<file path="src/rtl/siso_pkg.sv">
// Shared types and constants for the serial-in/serial-out shift sequencer.
package siso_pkg;

    typedef enum logic [1:0] {
        IDLE  = 2'd0,
        SHIFT = 2'd1,
        DONE  = 2'd2
    } state_t;

    localparam logic DIR_LEFT  = 1'b0;
    localparam logic DIR_RIGHT = 1'b1;

endpackage

</file>
<file path="src/rtl/siso_bit_timer.sv">
// Bit-rate divider: run is high in the cycle before every SHIFT cycle, and
// strobe is registered so that it is high in the cycle where div_cnt == BIT_CYCLES-1.
module siso_bit_timer #(
    parameter int unsigned BIT_CYCLES = 1
) (
    input  logic clk,
    input  logic rstn,
    input  logic run,
    output logic strobe
);

    localparam int unsigned DW = (BIT_CYCLES > 1) ? $clog2(BIT_CYCLES) : 1;
    localparam logic [DW-1:0] LAST = DW'(BIT_CYCLES - 1);

    logic [DW-1:0] div_cnt;
    logic [DW-1:0] div_nxt;
    logic          active;

    // First SHIFT cycle after an accept always starts the count at zero
    always_comb begin
        div_nxt = '0;
        if (active) begin
            div_nxt = (div_cnt == LAST) ? '0 : div_cnt + DW'(1);
        end
    end

    always_ff @(posedge clk) begin
        if (!rstn) begin
            div_cnt <= '0;
            strobe  <= 1'b0;
            active  <= 1'b0;
        end else if (run) begin
            div_cnt <= div_nxt;
            strobe  <= (div_nxt == LAST);
            active  <= 1'b1;
        end else begin
            div_cnt <= '0;
            strobe  <= 1'b0;
            active  <= 1'b0;
        end
    end

endmodule

</file>
<file path="src/rtl/siso_shift_sequencer.sv">
// Word-to-serial sequencer: serializes tx words MSB- or LSB-first at a
// programmable bit rate while capturing sdi into an rx word on the same strobes.
module siso_shift_sequencer
    import siso_pkg::*;
#(
    parameter int unsigned WIDTH      = 8,
    parameter int unsigned BIT_CYCLES = 1
) (
    input  logic             clk,
    input  logic             rstn,
    input  logic [WIDTH-1:0] tx_data,
    input  logic             tx_dir,
    input  logic             tx_valid,
    output logic             tx_ready,
    input  logic             sdi,
    output logic             sdo,
    output logic             shift_en,
    output logic             shift_dir,
    output logic             busy,
    output logic [WIDTH-1:0] rx_data,
    output logic             rx_valid,
    input  logic             rx_ready
);

    localparam int unsigned CW = $clog2(WIDTH);
    localparam logic [CW-1:0] LAST_BIT = CW'(WIDTH - 1);

    state_t           state;
    logic [WIDTH-1:0] sr;
    logic [WIDTH-1:0] sr_shifted;
    logic [CW-1:0]    bit_cnt;
    logic             strobe;
    logic             last_strobe;
    logic             run;
    logic             sdo_next;

    // Shift toward the output end, sdi entering at the far end
    always_comb begin
        sr_shifted = (shift_dir == DIR_RIGHT) ? {sdi, sr[WIDTH-1:1]}
                                              : {sr[WIDTH-2:0], sdi};
        sdo_next   = (shift_dir == DIR_RIGHT) ? sr_shifted[0] : sr_shifted[WIDTH-1];
    end

    assign last_strobe = (state == SHIFT) && strobe && (bit_cnt == LAST_BIT);
    // High whenever the following cycle will be a SHIFT cycle
    assign run         = ((state == IDLE) && tx_valid) ||
                         ((state == SHIFT) && !last_strobe);
    assign shift_en    = strobe;

    siso_bit_timer #(
        .BIT_CYCLES (BIT_CYCLES)
    ) u_bit_timer (
        .clk    (clk),
        .rstn   (rstn),
        .run    (run),
        .strobe (strobe)
    );

    always_ff @(posedge clk) begin
        if (!rstn) begin
            state     <= IDLE;
            sr        <= '0;
            shift_dir <= DIR_LEFT;
            bit_cnt   <= '0;
            rx_data   <= '0;
            rx_valid  <= 1'b0;
            tx_ready  <= 1'b1;
            busy      <= 1'b0;
            sdo       <= 1'b0;
        end else begin
            case (state)
                IDLE: begin
                    if (tx_valid) begin
                        sr        <= tx_data;
                        shift_dir <= tx_dir;
                        bit_cnt   <= '0;
                        sdo       <= (tx_dir == DIR_RIGHT) ? tx_data[0] : tx_data[WIDTH-1];
                        tx_ready  <= 1'b0;
                        busy      <= 1'b1;
                        state     <= SHIFT;
                    end
                end
                SHIFT: begin
                    if (strobe) begin
                        sr <= sr_shifted;
                        if (bit_cnt == LAST_BIT) begin
                            rx_data  <= sr_shifted;
                            rx_valid <= 1'b1;
                            sdo      <= 1'b0;
                            state    <= DONE;
                        end else begin
                            bit_cnt <= bit_cnt + CW'(1);
                            sdo     <= sdo_next;
                        end
                    end
                end
                DONE: begin
                    if (rx_ready) begin
                        rx_valid <= 1'b0;
                        tx_ready <= 1'b1;
                        busy     <= 1'b0;
                        state    <= IDLE;
                    end
                end
                default: begin
                    state <= IDLE;
                end
            endcase
        end
    end

endmodule

</file>
<file path="config.mk">
export PLATFORM = sky130hd
export DESIGN_NAME = siso_shift_sequencer
export DESIGN_NICKNAME = d
export VERILOG_FILES = /design/src/rtl/siso_pkg.sv /design/src/rtl/siso_bit_timer.sv /design/src/rtl/siso_shift_sequencer.sv
export SDC_FILE = /design/constraint.sdc
export NUM_CORES = 1
export LEC_CHECK = 0
export CAP_MARGIN = 20
export CORE_MARGIN = 5
export CORE_UTILIZATION = 61
export DETAILED_ROUTE_END_ITERATION = 6
export DONT_BUFFER_PORTS = 1
export HOLD_SLACK_MARGIN = 0.12
export MAX_ROUTING_LAYER = met4
export PLACE_DENSITY_LB_ADDON = 0.25
export SLEW_MARGIN = 20
export SYNTH_ARGS = -nofsm -noshare
export SYNTH_HDL_FRONTEND = slang
export SYNTH_HIERARCHICAL = 1
export SYNTH_SLANG_ARGS = --single-unit
</file>
<file path="constraint.sdc">
create_clock -name clk -period 1.8 [get_ports clk]
set_input_delay 0.45 -clock clk [delete_from_list [all_inputs] [get_ports clk]]
set_output_delay 0.45 -clock clk [all_outputs]
set_load 0.01 [all_outputs]
</file>
==> results_dict.tcl <==
set metrics [dict create \
    post_cts_buffers 0 \
    irDropWorstVdd_mv 0.548 \
    synth_area_leaders "dfxtp_1 42%, mux2i_1 7.7%, nor2_1 5.2%" \
    worstPathCellList "buf_4" \
    finalCriticalPeriod_ps 1700 \
    rsz0062_at_grt "false" \
    clock_sinks 27 \
    grt_max_degree 17 \
    skew_ps 2.97 \
    power.switching_w 0.000279 \
    synth_edf_count 0 \
    ys_ff_latch 27 \
    rr_worst_depth 5 \
    hold_start "rstn" \
    start_kind "register" \
    fmax_ghz 0.588 \
    numCtsBuffers 3 \
    grtUsageTotal_pct 18.3 \
    final_cells 169 \
    clkLatencyLatePin_ps 320 \
    core_area_mm2 0.00198 \
    cts_tree "built" \
    drt_drc_violations_left 0 \
    final_area_mm2 0.00132 \
    yosysTopAreaCellShare_pct 41.8 \
    wl_per_cell_um 15.8 \
    dpl.hpwl_um 2040 \
    p_leak_nw 0.508 \
    worstReg2RegEnd "bit_cnt[0]" \
    drive_gt1_share_pct 7.75 \
    dr.pass1.iters 4 \
    worstHoldPathCells 1 \
    fin_crit_sh_pct 94.4 \
    cts_resized 0 \
    min_path_type "input pin to register" \
    setup_violations 0 \
    worst-path-buf-inv 1 \
    worst_slew_pin_slew_ps 566 \
    place.gp.congestion 0.784 \
    antenna_cells 0 \
    syn_area_mm2 0.00129 \
    path_delay_family "flip-flops" \
    powerDensity_mw_per_mm2 801 \
    grt_pass1_vias 1020 \
    max_slew_margin_pct 62.2 \
    chipWidth_um 56.1 \
    yosysUniqueCellTypes 34 \
    crit_required_ps 1350 \
    syn-num-nets 161 \
    crit_type "register to output pin" \
    synthCells 144 \
    wl_um 2670 \
    end_kind "output pin" \
    critPathArrivalTime_ps 1250 \
    grt_pass1_wl_um 4620 \
    swShare_pct 26.5 \
    cp_max_fo 11 \
    placed_cell_area_mm2 0.00129 \
    start_util_pct 65.3 \
    drv_cap 0 \
    synthToLayoutAreaGrowth_pct 1.64 \
    slowest_delay_ps 710 \
    cts.reportedPaths.clkPinSlew_ps 140 \
    holdPathEnd "tx_ready" \
    r2r-start "bit_cnt[0]" \
    synth-async-reset-ratio_pct 0 \
    slew_viol_final 0 \
    critPathSlowestCell "dfxtp_1" \
    fin_tns_setup_ps 0 \
    yosys.cell_count.top_type "dfxtp_1" \
    synth_common_cells "27 x dfxtp_1, 18 x nor2_1, 12 x nand2_1" \
    postSynthAreaPerCell_um2 8.98 \
    cts_buffer_depth 2 \
    finalHoldViolCount 0 \
    io_pins 28 \
    rrSetupSlack_ps 150 \
    cts_hold_buf 0 \
    antenna_found_initial 0 \
    std_cell_rows 16 \
    power.clock.fraction_pct 24.5 \
    setup_ws_ps 100 \
    die_y_um 56.1 \
    synth.largest_area_cell "dfxtp_1" \
    vias_per_cell 6.14 \
    dp.cells 165 \
    drt_iter0_markers 29 \
    yosys_warnings 6 \
    fin_util_pct 66.4 \
    combPwrFrac_pct 12.6 \
    intPower_w 0.000774 \
    root_buffer "clkbuf_4" \
    vias 1037 \
    ant_nets 0 \
    seqPwrFrac_pct 63.0 \
    die_area_mm2 0.00314 \
    pre_cts_slack_ps 195 \
    htree_levels 1 \
    design.final.nets 160 \
    ys.flop_type "dfxtp_1" \
    outcome "complete, no violations" \
    ys_seq_area_share_pct 41.8 \
    io_buffers 0 \
    gr-total-overflow 0 \
]
## power groups by stage
stage          Combinational, W  Sequential (W)  Clock [W]
2_1_floorplan          0.000124        0.000662          0
3_3_place_gp           0.000128        0.000674          0
3_5_place_dp           0.000132        0.000676          0
4_1_cts                0.000133        0.000663   0.000263
5_1_grt                0.000150        0.000668   0.000296
6_report               0.000132        0.000663   0.000258
## state kept, by name (all words and copies together) (netlist names)
| signal | flops |
|---|---|
| u_bit_timer/strobe | 1 |
| busy | 1 |
| sr | 8 |
| sdo | 1 |
| tx_ready | 1 |
| bit_cnt | 3 |
| state | 2 |
| rx_data | 8 |
| rx_valid | 1 |
| shift_dir | 1 |
## cell families after synthesis
family	count (synthesis)	share of synthesized area, %
mux	11	8.90
fa+ha+maj	3	2.90
flops	27	41.8
compound gates	44	23.1
buf+inv	14	6.58
simple gates	45	16.7
## area by class of cell
cell class,instances,area [µm²]
Sequential cell,27,541
Inverter,4,15.0
Fill cell,174,667
Clock buffer,3,22.5
Multi-Input combinational cell,103,668
Clock inverter,1,5.00
Tap cell,27,33.8
Timing Repair Buffer,4,30.0
## worst max-delay path by stage
stage / cells past startpoint / startpoint / slack [ps] / end
floorplan: 6 / bit_cnt[0] / 340 / rx_data[0]
global placement: 5 / bit_cnt[0] / 320 / bit_cnt[0]
detailed placement: 5 / bit_cnt[0] / 200 / bit_cnt[0]
CTS: 1 / shift_dir / 100 / shift_dir
global route: 5 / bit_cnt[0] / 20 / bit_cnt[0]
finish: 1 / shift_dir / 100 / shift_dir
## routing by layer
metal  routed length (µm)  share of wire, %  track usage, %
met4                   23              0.86            5.76
met1                 1190                44            24.0
met2                 1210                45            27.7
met5                    0                 0               -
met3                  256               9.6            4.64
## layout by cell type (no fill, tap or decap), types with 2 or more instances in the layout
cell,netlist,final
nand2_1,12,12
a21o_1,8,8
o22ai_1,8,8
nand2b_1,2,2
inv_1,4,4
a32oi_1,2,2
a31oi_1,2,2
nor2_1,18,18
nand3_1,3,3
mux2i_1,10,10
dfxtp_1,27,27
clkbuf_4,0,3
a211oi_1,8,8
buf_4,4,4
ha_1,3,3
a21oi_1,8,8
nor3_1,2,2
o21ai_0,3,3
## metrics by stage
step	hold WS, ps	total power (W)
floorplan	446	0.000786
global placement	459	0.000802
detailed placement	468	0.000808
CTS	210	0.00106
global route	195	0.00111
finish	207	0.00105
Note: power is estimated with default switching activity, not from simulation.
